**src/rtl/vga_fb_arbiter.sv**
```systemverilog
// Frame-buffer arbiter: the VGA scan-out fetches one word per 2^S x 2^S block with fixed latency,
// and the pixel writer takes every RAM cycle the display leaves free.
module vga_fb_arbiter #(
  parameter int H_ACTIVE       = 640,
  parameter int V_ACTIVE       = 480,
  parameter int SCALE_LOG2     = 2,
  parameter int ADDR_W         = 15,
  parameter int WR_VBLANK_ONLY = 0
) (
  input  logic              clk,
  input  logic              reset,
  input  logic              video_on_in,
  input  logic              h_sync_in,
  input  logic              v_sync_in,
  input  logic [9:0]        pos_x,
  input  logic [9:0]        pos_y,
  input  logic              wr_req,
  input  logic [ADDR_W-1:0] wr_addr,
  input  logic [11:0]       wr_data,
  output logic              wr_ack,
  output logic              wr_err,
  output logic              mem_en,
  output logic              mem_we,
  output logic [ADDR_W-1:0] mem_addr,
  output logic [11:0]       mem_wdata,
  input  logic [11:0]       mem_rdata,
  output logic [11:0]       rgb,
  output logic              h_sync,
  output logic              v_sync,
  output logic              frame_start
);

  localparam int                FB_W     = H_ACTIVE >> SCALE_LOG2;
  localparam int                FB_H     = V_ACTIVE >> SCALE_LOG2;
  localparam logic [ADDR_W-1:0] FB_W_A   = ADDR_W'(FB_W);
  localparam logic [ADDR_W:0]   FB_SIZE  = (ADDR_W+1)'(FB_W * FB_H);
  localparam logic [9:0]        SUB_MASK = 10'((1 << SCALE_LOG2) - 1);
  localparam logic [9:0]        V_ACT    = 10'(V_ACTIVE);
  localparam bit                VB_ONLY  = WR_VBLANK_ONLY[0];

  logic              mem_en_q, mem_en_d, mem_we_q, mem_we_d;
  logic [ADDR_W-1:0] mem_addr_q, mem_addr_d;
  logic [11:0]       mem_wdata_q, mem_wdata_d;
  logic              wr_ack_q, wr_ack_d, wr_err_q, wr_err_d;
  logic              slot1_q, slot1_d, slot2_q, slot2_d;
  logic              von1_q, von1_d, von2_q, von2_d;
  logic              hs1_q, hs1_d, hs2_q, hs2_d, h_sync_q, h_sync_d;
  logic              vs1_q, vs1_d, vs2_q, vs2_d, v_sync_q, v_sync_d;
  logic              fs1_q, fs1_d, fs2_q, fs2_d, frame_start_q, frame_start_d;
  logic [11:0]       pix_q, pix_d, rgb_q, rgb_d;

  logic              disp_slot_s, vblank_ok_s, grant_s, in_range_s;
  logic [ADDR_W-1:0] disp_addr_s;

  assign disp_slot_s = video_on_in & ((pos_x & SUB_MASK) == 10'd0);
  assign vblank_ok_s = ~VB_ONLY | (pos_y >= V_ACT);
  // The previous-cycle ack blocks a re-grant while the writer is still dropping its request.
  assign grant_s     = wr_req & ~disp_slot_s & ~wr_ack_q & vblank_ok_s;
  assign in_range_s  = {1'b0, wr_addr} < FB_SIZE;
  assign disp_addr_s = ADDR_W'(pos_y >> SCALE_LOG2) * FB_W_A + ADDR_W'(pos_x >> SCALE_LOG2);

  // Next-state logic for RAM arbitration and the display pipeline.
  always_comb begin
    mem_en_d    = 1'b0;
    mem_we_d    = 1'b0;
    mem_addr_d  = mem_addr_q;
    mem_wdata_d = mem_wdata_q;
    wr_ack_d    = 1'b0;
    wr_err_d    = wr_err_q;
    if (disp_slot_s) begin
      mem_en_d   = 1'b1;
      mem_addr_d = disp_addr_s;
    end else if (grant_s) begin
      wr_ack_d = 1'b1;
      if (in_range_s) begin
        mem_en_d    = 1'b1;
        mem_we_d    = 1'b1;
        mem_addr_d  = wr_addr;
        mem_wdata_d = wr_data;
      end else begin
        wr_err_d = 1'b1;
      end
    end else begin
      mem_en_d = 1'b0;
    end

    slot1_d       = disp_slot_s;
    slot2_d       = slot1_q;
    von1_d        = video_on_in;
    von2_d        = von1_q;
    hs1_d         = h_sync_in;
    hs2_d         = hs1_q;
    h_sync_d      = hs2_q;
    vs1_d         = v_sync_in;
    vs2_d         = vs1_q;
    v_sync_d      = vs2_q;
    fs1_d         = video_on_in & (pos_x == 10'd0) & (pos_y == 10'd0);
    fs2_d         = fs1_q;
    frame_start_d = fs2_q;
    // rgb is the third stage, so it sees the pixel value being loaded this edge.
    pix_d         = slot2_q ? mem_rdata : pix_q;
    rgb_d         = von2_q ? pix_d : 12'h000;
  end

  // State registers with asynchronous reset.
  always_ff @(posedge clk or posedge reset) begin
    if (reset) begin
      mem_en_q      <= 1'b0;
      mem_we_q      <= 1'b0;
      mem_addr_q    <= '0;
      mem_wdata_q   <= 12'h000;
      wr_ack_q      <= 1'b0;
      wr_err_q      <= 1'b0;
      slot1_q       <= 1'b0;
      slot2_q       <= 1'b0;
      von1_q        <= 1'b0;
      von2_q        <= 1'b0;
      hs1_q         <= 1'b1;
      hs2_q         <= 1'b1;
      h_sync_q      <= 1'b1;
      vs1_q         <= 1'b1;
      vs2_q         <= 1'b1;
      v_sync_q      <= 1'b1;
      fs1_q         <= 1'b0;
      fs2_q         <= 1'b0;
      frame_start_q <= 1'b0;
      pix_q         <= 12'h000;
      rgb_q         <= 12'h000;
    end else begin
      mem_en_q      <= mem_en_d;
      mem_we_q      <= mem_we_d;
      mem_addr_q    <= mem_addr_d;
      mem_wdata_q   <= mem_wdata_d;
      wr_ack_q      <= wr_ack_d;
      wr_err_q      <= wr_err_d;
      slot1_q       <= slot1_d;
      slot2_q       <= slot2_d;
      von1_q        <= von1_d;
      von2_q        <= von2_d;
      hs1_q         <= hs1_d;
      hs2_q         <= hs2_d;
      h_sync_q      <= h_sync_d;
      vs1_q         <= vs1_d;
      vs2_q         <= vs2_d;
      v_sync_q      <= v_sync_d;
      fs1_q         <= fs1_d;
      fs2_q         <= fs2_d;
      frame_start_q <= frame_start_d;
      pix_q         <= pix_d;
      rgb_q         <= rgb_d;
    end
  end

  assign mem_en      = mem_en_q;
  assign mem_we      = mem_we_q;
  assign mem_addr    = mem_addr_q;
  assign mem_wdata   = mem_wdata_q;
  assign wr_ack      = wr_ack_q;
  assign wr_err      = wr_err_q;
  assign rgb         = rgb_q;
  assign h_sync      = h_sync_q;
  assign v_sync      = v_sync_q;
  assign frame_start = frame_start_q;

endmodule

```
**config.mk**
```make
export PLATFORM = sky130hd
export DESIGN_NAME = vga_fb_arbiter
export DESIGN_NICKNAME = d
export VERILOG_FILES = /design/src/rtl/vga_fb_arbiter.sv
export SDC_FILE = /design/constraint.sdc
export NUM_CORES = 1
export LEC_CHECK = 0
export CORE_MARGIN = 2
export CORE_UTILIZATION = 44
export CTS_BUF_LIST = sky130_fd_sc_hd__clkbuf_16
export DETAILED_ROUTE_END_ITERATION = 8
export PLACE_DENSITY_LB_ADDON = 0.08
export SETUP_SLACK_MARGIN = 0.02
export SYNTH_ARGS = -nofsm -noshare
export SYNTH_HDL_FRONTEND = slang
export SYNTH_SLANG_ARGS = --single-unit
```
**constraint.sdc**
```tcl
create_clock -name clk -period 2.8 [get_ports clk]
set_clock_uncertainty 0.2 [all_clocks]
set_input_delay 0.42 -clock clk [delete_from_list [all_inputs] [get_ports clk]]
set_output_delay 0.42 -clock clk [all_outputs]
set_load 0.01 [all_outputs]
```
==> metrics list <==
- In this run the count of I/O pins placed on the die edge is 111.
- First-pass GRT wire length: 11600 um
- The run finished with clean final reports.
* Number of global-route vias before repair: 2505
- Number of placement rows: 30
- Top cell type's share of synthesized area: 0.514
- Die height: 86.8 um
- Critical Path Sink Type: flip-flop
- In the final layout, the share of cells above drive strength 1 is 0.176.
- For this configuration, the core starts out at a cell density of 0.449.
* Lkg Pwr: 0.00212 uW
- Sequential cell area fraction in the yosys report: 0.566
- By area the synthesized netlist is led by sky130_fd_sc_hd__dfrtp_1 (51%), sky130_fd_sc_hd__ha_1 (6.2%), sky130_fd_sc_hd__nand2_1 (6.2%).
* Number of setup violations in the final report: 0
- The congestion estimate from routability-driven global placement came to 0.815.
- Worst vdd rail ir drop: 0.409 mV
- Root buffer selected by CTS: sky130_fd_sc_hd__clkbuf_16
- The region available for standard cell placement spans 6720 sq um.
- Number of maximum-capacitance constraint violations: 0
- STA puts the critical path data required time at 2.80 ns.
- The netlist uses 46 different library cells.
- The synthesized design spends more area on one cell type than any other, namely sky130_fd_sc_hd__dfrtp_1.
- Routed vias: 2405
- Data arrives at the worst endpoint at 2.65 ns.
- Post-route DRC violation count: 0
* Average footprint of a synthesized cell: 11.1 sq um
* Power per standard cell area: 651 nW/um^2
- The number of nets handed over by synthesis was 355.
- Clock-pin slew was measured on the worst setup and hold paths at 0.05 ns.
- Shortest clock period the worst path allows after layout: 2.65 ns
* Final #Nets: 492
- Before antenna repair, the detailed router went through 4 iterations.
* Total CTS buffers: 9
* Count of filler cells inserted in the layout: 519
- The worst setup path is of the input pin to flip-flop kind.
- From synthesis to final layout, the design area changed by 56.0%.
- Maximum level of the CTS H-tree: 3
- Dividing the final minimum period by the clock period gives 0.945.
- Total routing resource utilization after global routing: 0.199
* Compound-cell area share of the yosys netlist: 0.0763
- After synthesis, the largest family of logic cells by area is simple AND/OR/NAND/NOR gates.
* Async S/R FF share, synth: 1.00
- Of the total synthesized cell area, the portion taken by XOR and XNOR cells is 0.0290.
- Final hold analysis gives a worst-case slack of 0.147 ns.
- Of the total synthesized cell area, the portion taken by AND, OR, NAND and NOR gates is 0.177.
* Final number of max-transition violations: 0
- Adder and majority gate portion of the synthesized area: 0.0754
- Worst slew margin relative to its limit: 0.656
- Library cell with the highest instance count after synthesis: sky130_fd_sc_hd__dfrtp_1
- The synthesized netlist occupies a cell area of 3020 sq um.
- Yosys mapped a number of flops with a built-in enable equal to 0.
- Floorplan die width: 86.8 um
- The initial antenna violation count was 0.
- For this design, the sink count on the clock tree is 68.
* Worst Tran Pin Value: 0.515 ns
- Detailed placement ended at an HPWL of 5270 um.
* Total routed wirelength: 6880 um
* Number of nets with antenna violations after detailed routing: 0
- Fmax: 378 MHz
- Portion of netlist area occupied by mux cells: 0.0481
* Routed wire length per instance: 13.9 um
* Core Util, Final: 0.701
* Overflow left after global routing: 0
- Maximum buffer depth of the clock tree: 2
* Die area: 7540 sq um
* RSZ-0062 raised after global routing: false
* Maximum number of pins on one net before global-route repair: 45
- The total count of hold-check failures in the final report came to 0.
- Synthesis handed over a netlist of 273 instances.
- The number of antenna diodes in the final layout is 0.
- Starting DRT DRC Count: 69
- In the synthesized netlist the dominant register cell turns out to be sky130_fd_sc_hd__dfrtp_1.
* #FFs+latches synth: 68
- After detailed routing, the number of vias per cell comes to 4.86.
- Most frequent cells after synthesis: sky130_fd_sc_hd__dfrtp_1 (62), sky130_fd_sc_hd__nand2_1 (50), sky130_fd_sc_hd__nor2_1 (31)
- Finished Cell Area: 4710 sq um
* Maximum fanout count along the critical path: 3
- Clock latency on the worst-skew pair, taken at its later pin, is 0.32 ns.
- For this run, the number of Yosys warnings is 0.
- HP Class: flip-flop to flip-flop
* Port buffer count: 110
* Instance area after placement: 4360 sq um
* CTS tree: yes
- STA classifies the critical path startpoint as an input pin.
## layer usage
metal / part of all wire / up-vias / wire length, um / global-route usage
met4: 0.012 / 0 / 80 / 0.0639
li1: - / 1203 / - / -
met1: 0.46 / 1133 / 3150 / 0.262
met3: 0.056 / 6 / 384 / 0.0629
met5: 0 / - / 0 / 0
met2: 0.47 / 63 / 3260 / 0.314
## per-stage QoR
| stage | total power, uW | instances | worst slack (ns) | setup TNS (ns) |
|---|---|---|---|---|
| floorplan | 1550 | 273 | 0.0350 | 0 |
| global placement | 1960 | 478 | -0.484 | -1.71 |
| detailed placement | 1980 | 478 | -0.526 | -1.91 |
| CTS | 3100 | 494 | 0.0316 | 0 |
| global route | 3230 | 495 | 0.0140 | 0 |
| finish | 3070 | 495 | 0.154 | 0 |
## cells by family (layout without fill, tap and decap cells)
family | count (synthesis) | in the layout
and+or+nand+nor | 114 | 114
DFF | 68 | 68
AOI/OAI and AO/OA | 32 | 32
buffers and inverters | 19 | 161
adders and majority gates | 17 | 17
muxes | 13 | 13
xor gates and xnor gates | 10 | 10
## worst paths after layout
kind / start / to / slack [ns] / cells past startpoint
worst min-delay path: fs1_q / frame_start_d / 0.15 / 0
worst max register to register: wr_ack / mem_addr[6] / 1.04 / 6
min in group asynchronous: reset / pix_q[0] / 0.25 / 2
worst max-delay path: pos_y[4] / mem_addr[14] / 0.15 / 11
max in group asynchronous: reset / vs1_q / 1.48 / 3
worst min register to register: fs1_q / frame_start_d / 0.15 / 0
## power breakdown
part	internal, uW	switching [uW]	leakage (uW)
clock	685	416	0.000143
sequential	1130	65.7	0.000822
combinational	450	318	0.00115
total	2270	800	0.00212
## flip-flops by register name, indices dropped and copies added (netlist names), 12 cells and up
name and flops:
pix_q 12, rgb 12, mem_addr 15, mem_wdata 12
## cells in the final DEF, fill, tap and decap left out, types with 2 or more instances in the layout
cell type                           n
sky130_fd_sc_hd__a211o_1            2
sky130_fd_sc_hd__a21o_1             2
sky130_fd_sc_hd__a31oi_1            6
sky130_fd_sc_hd__and2_1            12
sky130_fd_sc_hd__buf_4             23
sky130_fd_sc_hd__clkbuf_16          9
sky130_fd_sc_hd__clkdlybuf4s15_1    2
sky130_fd_sc_hd__clkdlybuf4s50_1  105
sky130_fd_sc_hd__clkinv_2           4
sky130_fd_sc_hd__clkinvlp_4         2
sky130_fd_sc_hd__dfrtp_1           62
sky130_fd_sc_hd__dfstp_2            6
sky130_fd_sc_hd__dlymetal6s2s_1     2
sky130_fd_sc_hd__ha_1              12
sky130_fd_sc_hd__ha_4               2
sky130_fd_sc_hd__inv_1              8
sky130_fd_sc_hd__inv_2              2
sky130_fd_sc_hd__mux2_2            12
sky130_fd_sc_hd__nand2_1           50
sky130_fd_sc_hd__nand3_1            3
sky130_fd_sc_hd__nor2_1            31
sky130_fd_sc_hd__nor2b_1            3
sky130_fd_sc_hd__nor3b_1            2
sky130_fd_sc_hd__nor4_1             4
sky130_fd_sc_hd__o21ai_0            2
sky130_fd_sc_hd__o22ai_1            7
sky130_fd_sc_hd__xnor2_1            4
sky130_fd_sc_hd__xor2_1             5
## area by class of cell
| class | count | area (sq um) | share of cell area |
|---|---|---|---|
| clock buffers | 9 | 225 | 0.0478 |
| repair buffers | 134 | 1300 | 0.275 |
| clock inverters | 7 | 67.6 | 0.0143 |
| multi-input cells | 186 | 1270 | 0.269 |
| well taps | 80 | 100 | 0.0212 |
| flip-flops and latches | 68 | 1710 | 0.363 |
| inverters | 11 | 43.8 | 0.00930 |
## critical path, stage by stage
cell,delay (ns)
sky130_fd_sc_hd__dlygate4sd2_1,0.30
sky130_fd_sc_hd__ha_1,0.19
sky130_fd_sc_hd__ha_2,0.19
sky130_fd_sc_hd__inv_2,0.04
sky130_fd_sc_hd__fa_2,0.35
sky130_fd_sc_hd__xor2_2,0.16
sky130_fd_sc_hd__or3b_4,0.39
sky130_fd_sc_hd__nor4_4,0.25
sky130_fd_sc_hd__nand3_1,0.12
sky130_fd_sc_hd__xnor2_1,0.15
sky130_fd_sc_hd__mux2i_1,0.08
## repair_timing
item,in CTS,in global routing
hold buffers,0,0
setup endpoints to repair,4,4
gates resized for setup,6,9
pin swaps,5,6
setup buffers,0,1
cloned,0,0
No activity file was read; power rests on OpenSTA's default activity.
